### src/rtl/boot_loader_ctrl_pkg.sv
// Shared definitions for the boot loader: state encoding and default IMEM geometry.
package boot_loader_ctrl_pkg;

    localparam int unsigned IMEM_AW_DEF = 10;
    localparam int unsigned DATA_W      = 32;

    typedef enum logic [2:0] {
        ST_IDLE    = 3'd0,
        ST_LOAD    = 3'd1,
        ST_CHECK   = 3'd2,
        ST_RELEASE = 3'd3,
        ST_DONE    = 3'd4,
        ST_ERR     = 3'd5
    } state_t;

endpackage

### src/rtl/boot_loader_ctrl.sv
// Boot sequencer: streams a program image into IMEM, holds then releases the PC.
// Optional trailing checksum word verified when BOOT_CKSUM_EN is defined.
module boot_loader_ctrl
    import boot_loader_ctrl_pkg::*;
#(
    parameter int unsigned IMEM_AW = IMEM_AW_DEF
) (
    input  logic               clk,
    input  logic               rst,
    input  logic               start,
    input  logic [IMEM_AW:0]   len,
    input  logic               s_valid,
    input  logic [DATA_W-1:0]  s_data,
    output logic               s_ready,
    output logic               imem_we,
    output logic [IMEM_AW-1:0] imem_addr,
    output logic [DATA_W-1:0]  imem_wdata,
    output logic               boot_up,
    input  logic               PC_running,
    output logic               busy,
    output logic               done,
    output logic               err
);

    state_t               state_q, state_d;
    logic [IMEM_AW-1:0]   cnt_q, cnt_d;
    logic [IMEM_AW-1:0]   last_q, last_d;
    logic                 imem_we_q, imem_we_d;
    logic [IMEM_AW-1:0]   imem_addr_q, imem_addr_d;
    logic [DATA_W-1:0]    imem_wdata_q, imem_wdata_d;
    logic                 s_ready_q, s_ready_d;
    logic                 boot_up_q, boot_up_d;
    logic                 busy_q, busy_d;
    logic                 done_q, done_d;
    logic                 err_q, err_d;
`ifdef BOOT_CKSUM_EN
    logic [DATA_W-1:0]    cksum_q, cksum_d;
`endif

    logic xfer;
    logic len_ok;

    assign xfer   = s_valid & s_ready_q;
    // Legal lengths are 1 .. 2^IMEM_AW inclusive.
    assign len_ok = (len != '0) && (!len[IMEM_AW] || (len[IMEM_AW-1:0] == '0));

    always_comb begin
        state_d      = state_q;
        cnt_d        = cnt_q;
        last_d       = last_q;
        imem_we_d    = 1'b0;
        imem_addr_d  = imem_addr_q;
        imem_wdata_d = imem_wdata_q;
`ifdef BOOT_CKSUM_EN
        cksum_d      = cksum_q;
`endif

        case (state_q)
            ST_IDLE, ST_ERR: begin
                if (start) begin
                    if (len_ok) begin
                        state_d = ST_LOAD;
                        cnt_d   = '0;
                        last_d  = IMEM_AW'(len - (IMEM_AW+1)'(1));
`ifdef BOOT_CKSUM_EN
                        cksum_d = '0;
`endif
                    end else begin
                        state_d = ST_ERR;
                    end
                end
            end
            ST_LOAD: begin
                if (xfer) begin
                    imem_we_d    = 1'b1;
                    imem_addr_d  = cnt_q;
                    imem_wdata_d = s_data;
                    // Counter wraps to 0 on a full-size image; the state change ends the load.
                    cnt_d        = cnt_q + IMEM_AW'(1);
`ifdef BOOT_CKSUM_EN
                    cksum_d      = cksum_q + s_data;
                    if (cnt_q == last_q) state_d = ST_CHECK;
`else
                    if (cnt_q == last_q) state_d = ST_RELEASE;
`endif
                end
            end
`ifdef BOOT_CKSUM_EN
            ST_CHECK: begin
                if (xfer) state_d = (s_data == cksum_q) ? ST_RELEASE : ST_ERR;
            end
`endif
            ST_RELEASE: begin
                if (PC_running) state_d = ST_DONE;
            end
            ST_DONE: begin
                state_d = ST_DONE;
            end
            default: begin
                state_d = ST_IDLE;
            end
        endcase

        // Moore outputs registered alongside the state they decode.
        s_ready_d = (state_d == ST_LOAD) || (state_d == ST_CHECK);
        boot_up_d = (state_d == ST_LOAD) || (state_d == ST_CHECK) || (state_d == ST_ERR);
        busy_d    = (state_d == ST_LOAD) || (state_d == ST_CHECK) || (state_d == ST_RELEASE);
        done_d    = (state_d == ST_DONE);
        err_d     = (state_d == ST_ERR);
    end

    always_ff @(posedge clk) begin
        if (rst) begin
            state_q      <= ST_IDLE;
            cnt_q        <= '0;
            last_q       <= '0;
            imem_we_q    <= 1'b0;
            imem_addr_q  <= '0;
            imem_wdata_q <= '0;
            s_ready_q    <= 1'b0;
            boot_up_q    <= 1'b0;
            busy_q       <= 1'b0;
            done_q       <= 1'b0;
            err_q        <= 1'b0;
`ifdef BOOT_CKSUM_EN
            cksum_q      <= '0;
`endif
        end else begin
            state_q      <= state_d;
            cnt_q        <= cnt_d;
            last_q       <= last_d;
            imem_we_q    <= imem_we_d;
            imem_addr_q  <= imem_addr_d;
            imem_wdata_q <= imem_wdata_d;
            s_ready_q    <= s_ready_d;
            boot_up_q    <= boot_up_d;
            busy_q       <= busy_d;
            done_q       <= done_d;
            err_q        <= err_d;
`ifdef BOOT_CKSUM_EN
            cksum_q      <= cksum_d;
`endif
        end
    end

    assign s_ready    = s_ready_q;
    assign imem_we    = imem_we_q;
    assign imem_addr  = imem_addr_q;
    assign imem_wdata = imem_wdata_q;
    assign boot_up    = boot_up_q;
    assign busy       = busy_q;
    assign done       = done_q;
    assign err        = err_q;

endmodule

### config.mk
export PLATFORM = sky130hd
export DESIGN_NAME = boot_loader_ctrl
export DESIGN_NICKNAME = d
export VERILOG_FILES = /design/src/rtl/boot_loader_ctrl_pkg.sv /design/src/rtl/boot_loader_ctrl.sv
export SDC_FILE = /design/constraint.sdc
export NUM_CORES = 1
export LEC_CHECK = 0
export CAP_MARGIN = 20
export CORE_UTILIZATION = 45
export CTS_CLUSTER_SIZE = 10
export DETAILED_ROUTE_END_ITERATION = 16
export HOLD_SLACK_MARGIN = 0.02
export PLACE_DENSITY = 0.79
export SLEW_MARGIN = 15
export SYNTH_ARGS = -nofsm -noshare
export SYNTH_HDL_FRONTEND = slang
export SYNTH_SLANG_ARGS = --single-unit
### constraint.sdc
create_clock -name clk -period 2.7 [get_ports clk]
set_input_delay 0.27 -clock clk [delete_from_list [all_inputs] [get_ports clk]]
set_output_delay 0.27 -clock clk [all_outputs]
set_load 0.02 [all_outputs]
==> impl_results.md <==
- Layout fillers: 541
- Syn_area_per_cell: 8.52 sq um
- Antenna violations before repair: 0
- Worst Hold Class: flop to flop
- RePlAce Congestion: 0.819
- Hold_sp: imem_wdata[5]
- Clock Tree Root: clkbuf_8
- Max-slew violations: 0
- Post-Syn Nets: 396
- Post-Syn Area: 2940 sq um
- Port buffer count: 95
- CP Launch Point: state_q[0]
- Critical path class: flop to flop
- First-pass GRT wire length: 11,200 um
- H-Tree Depth: 3
- Initial detailed-routing violation count: 116
- Most frequent cells in the layout: clkdlybuf4s50_1 (94), nand2_1 (93), dfxtp_1 (71), a21oi_1 (45), nor2_1 (26)
- Highest clock rate: 523 MHz
- Post-synth ARST share: 0%
- Vias/cell: 4.97
- Net count, final: 488
- Layout area overhead: 40.0%
- Die height: 82.8 um
- Hold Path Depth: 2
- Row cnt: 29
- Final WL: 6600 um
- RSZ-0062 raised after global routing: false
- Final Hold Fails: 0
- Drt drc: 0
- PD cells: 526 nW/um^2
- Outcome: completed
- I/O pin total: 96
- Post-synth EDFFs: 0
- Routed via count: 2,577
- Hold EP: imem_wdata[5]
- CTS resizes: 0
- Die area: 6860 sq um
- Worst-path cell chain: and4bb_2, and2_1, buf_4, nand2_1, a21oi_1
- Critical Path AT: 2180 ps
- Initial Utilization: 46.6%
- P_leak: 0.00143 uW
- Register area share after synthesis: 48.3%
- DP HPWL: 4680 um
- Critical path data required time: 2970 ps
- Clock latency on the worst-skew pair: 340 ps
- Top_reg_cell synth: dfxtp_1
- Final ANT Viol Nets: 0
- Period utilization: 70.8%
- Worst clock skew: 7.99 ps
- Ant. Diodes: 0
- Cell count after synthesis: 345
- Yosys reg bits: 71
- Worst-Margin Slew: 743 ps
- Critical Path Max Stage Delay: 560 ps
- Cells on worst reg2reg path: 5
- CP endpoint kind: flop
- Multi-input gate area: 1380 sq um
- Final instance area: 4120 sq um
- Total power: 2160 uW
- Share of cells above drive strength 1: 9.98%
- Synth unique cells: 39
- WHS: 455 ps
- Clock slew at reported path FFs: 70 ps
- Register area: 1420 sq um
- Commonest non-fill, non-tap cell in the layout: clkdlybuf4s50_1
- First-pass DRT Iterations: 4
- Routed length per instance: 12.7 um
- Die Wd: 82.8 um
- Worst VDD drop: 384 uV
- Gr ovfl total: 0
- GRT Total Usage: 20.2%
- RR Startpoint: state_q[0]
- CTS tree: yes
- Synth Warn #: 0
- Num CTS Buffers: 9
- Fin cells: 518
- Longest Clk Path Bufs: 2
- Largest net degree at the start of global routing: 37
- Placed insts: 503
- Register-to-register setup slack: 790 ps
- Max stage delay cell, worst path: and2_1
- Max Cap Violations: 0
- Rel. slew slack: 50.5%
- Post-DP Area: 3930 sq um
- Maximum net fanout on the critical path: 20
- R2r endpoint: imem_wdata[22]
- Vias in the first global route: 2,500
- Setup TNS: 0 ps
- Startpoint type of the worst setup path: flop
- # clock sinks: 71
- Endpoints failing setup: 0
- Core region area: 6310 sq um
- Final min period: 1910 ps
- Post CTS Setup Buffer Count: 0
- Post-CTS Hold Buffers: 0
sequential cells by signal (all words and copies together), names as in the netlist:
name	count
imem_we	1
imem_wdata	32
boot_up	1
s_ready	1
imem_addr	10
err	1
cnt_q	10
last_q	10
state_q	3
done	1
busy	1
how the worst max path moves through the flow:
stage | end | slack [ps] | cells past startpoint
finish | imem_wdata[22] | 790 | 5
global route | imem_wdata[28] | 620 | 5
CTS | imem_wdata[22] | 770 | 5
detailed placement | last_q[9] | 530 | 7
global placement | s_ready | 570 | 6
floorplan | s_ready | 1200 | 5
Yosys cell counts (2+ instances only):
cell      count  area [sq um]
nand3_1       3          15.0
o31a_1        2          17.5
dfxtp_1      71          1420
clkbuf_1      8          30.0
nand4_1       5          31.3
nand2_1      93           349
nor4_1        5          31.3
nor2_1       26          97.6
a211oi_2      9           113
inv_1         7          26.3
buf_2        10          50.1
xnor2_1      16           140
ha_1          3          37.5
and2_1        2          12.5
xor2_1       12           105
buf_6         2          22.5
a21oi_1      45           225
nor3_1        5          25.0
cell families after synthesis:
family | share of synthesized area [%]
AO/OA/AOI/OAI | 13.1
XOR/XNOR | 8.34
adder cells (fa/ha/maj) | 1.28
buffers and inverters | 4.77
flip-flops | 48.3
multiplexers | 0.468
AND/OR/NAND/NOR | 23.7
power breakdown:
group	internal (uW)	switching, uW	leakage [uW]
registers	1080	19.4	0.000575
clock network	418	393	0.0000871
logic	137	120	0.000765
total	1630	533	0.00143
critical path: cells and delay by family (launching register included):
kind | cells | cell delay (ps)
buffers and inverters | 1 | 360
and+or+nand+nor | 3 | 900
AOI/OAI and AO/OA | 1 | 130
DFF | 1 | 440
final cells by class:
type,count,area share (%)
tap,77,2.34
sequential,71,34.5
clock buffer,9,3.01
clock inverter,6,1.52
timing repair buffer,103,24.4
multi-input combinational,245,33.5
inverter,7,0.638
per-layer routing:
metal	wire length, um	GRT usage (%)
met5	0	0
met4	116	9.40
met3	236	3.88
met2	3240	34.7
met1	3010	24.2
per-stage QoR:
| stage | setup WS [ps] | util (%) |
|---|---|---|
| final | 788 | 65.2 |
| after global placement | 566 | 62.2 |
| after detailed placement | 526 | 62.2 |
| after CTS | 767 | 65.2 |
| after floorplan | 1200 | - |
| after global routing | 619 | 65.2 |
(Power assumes the default switching activity.)
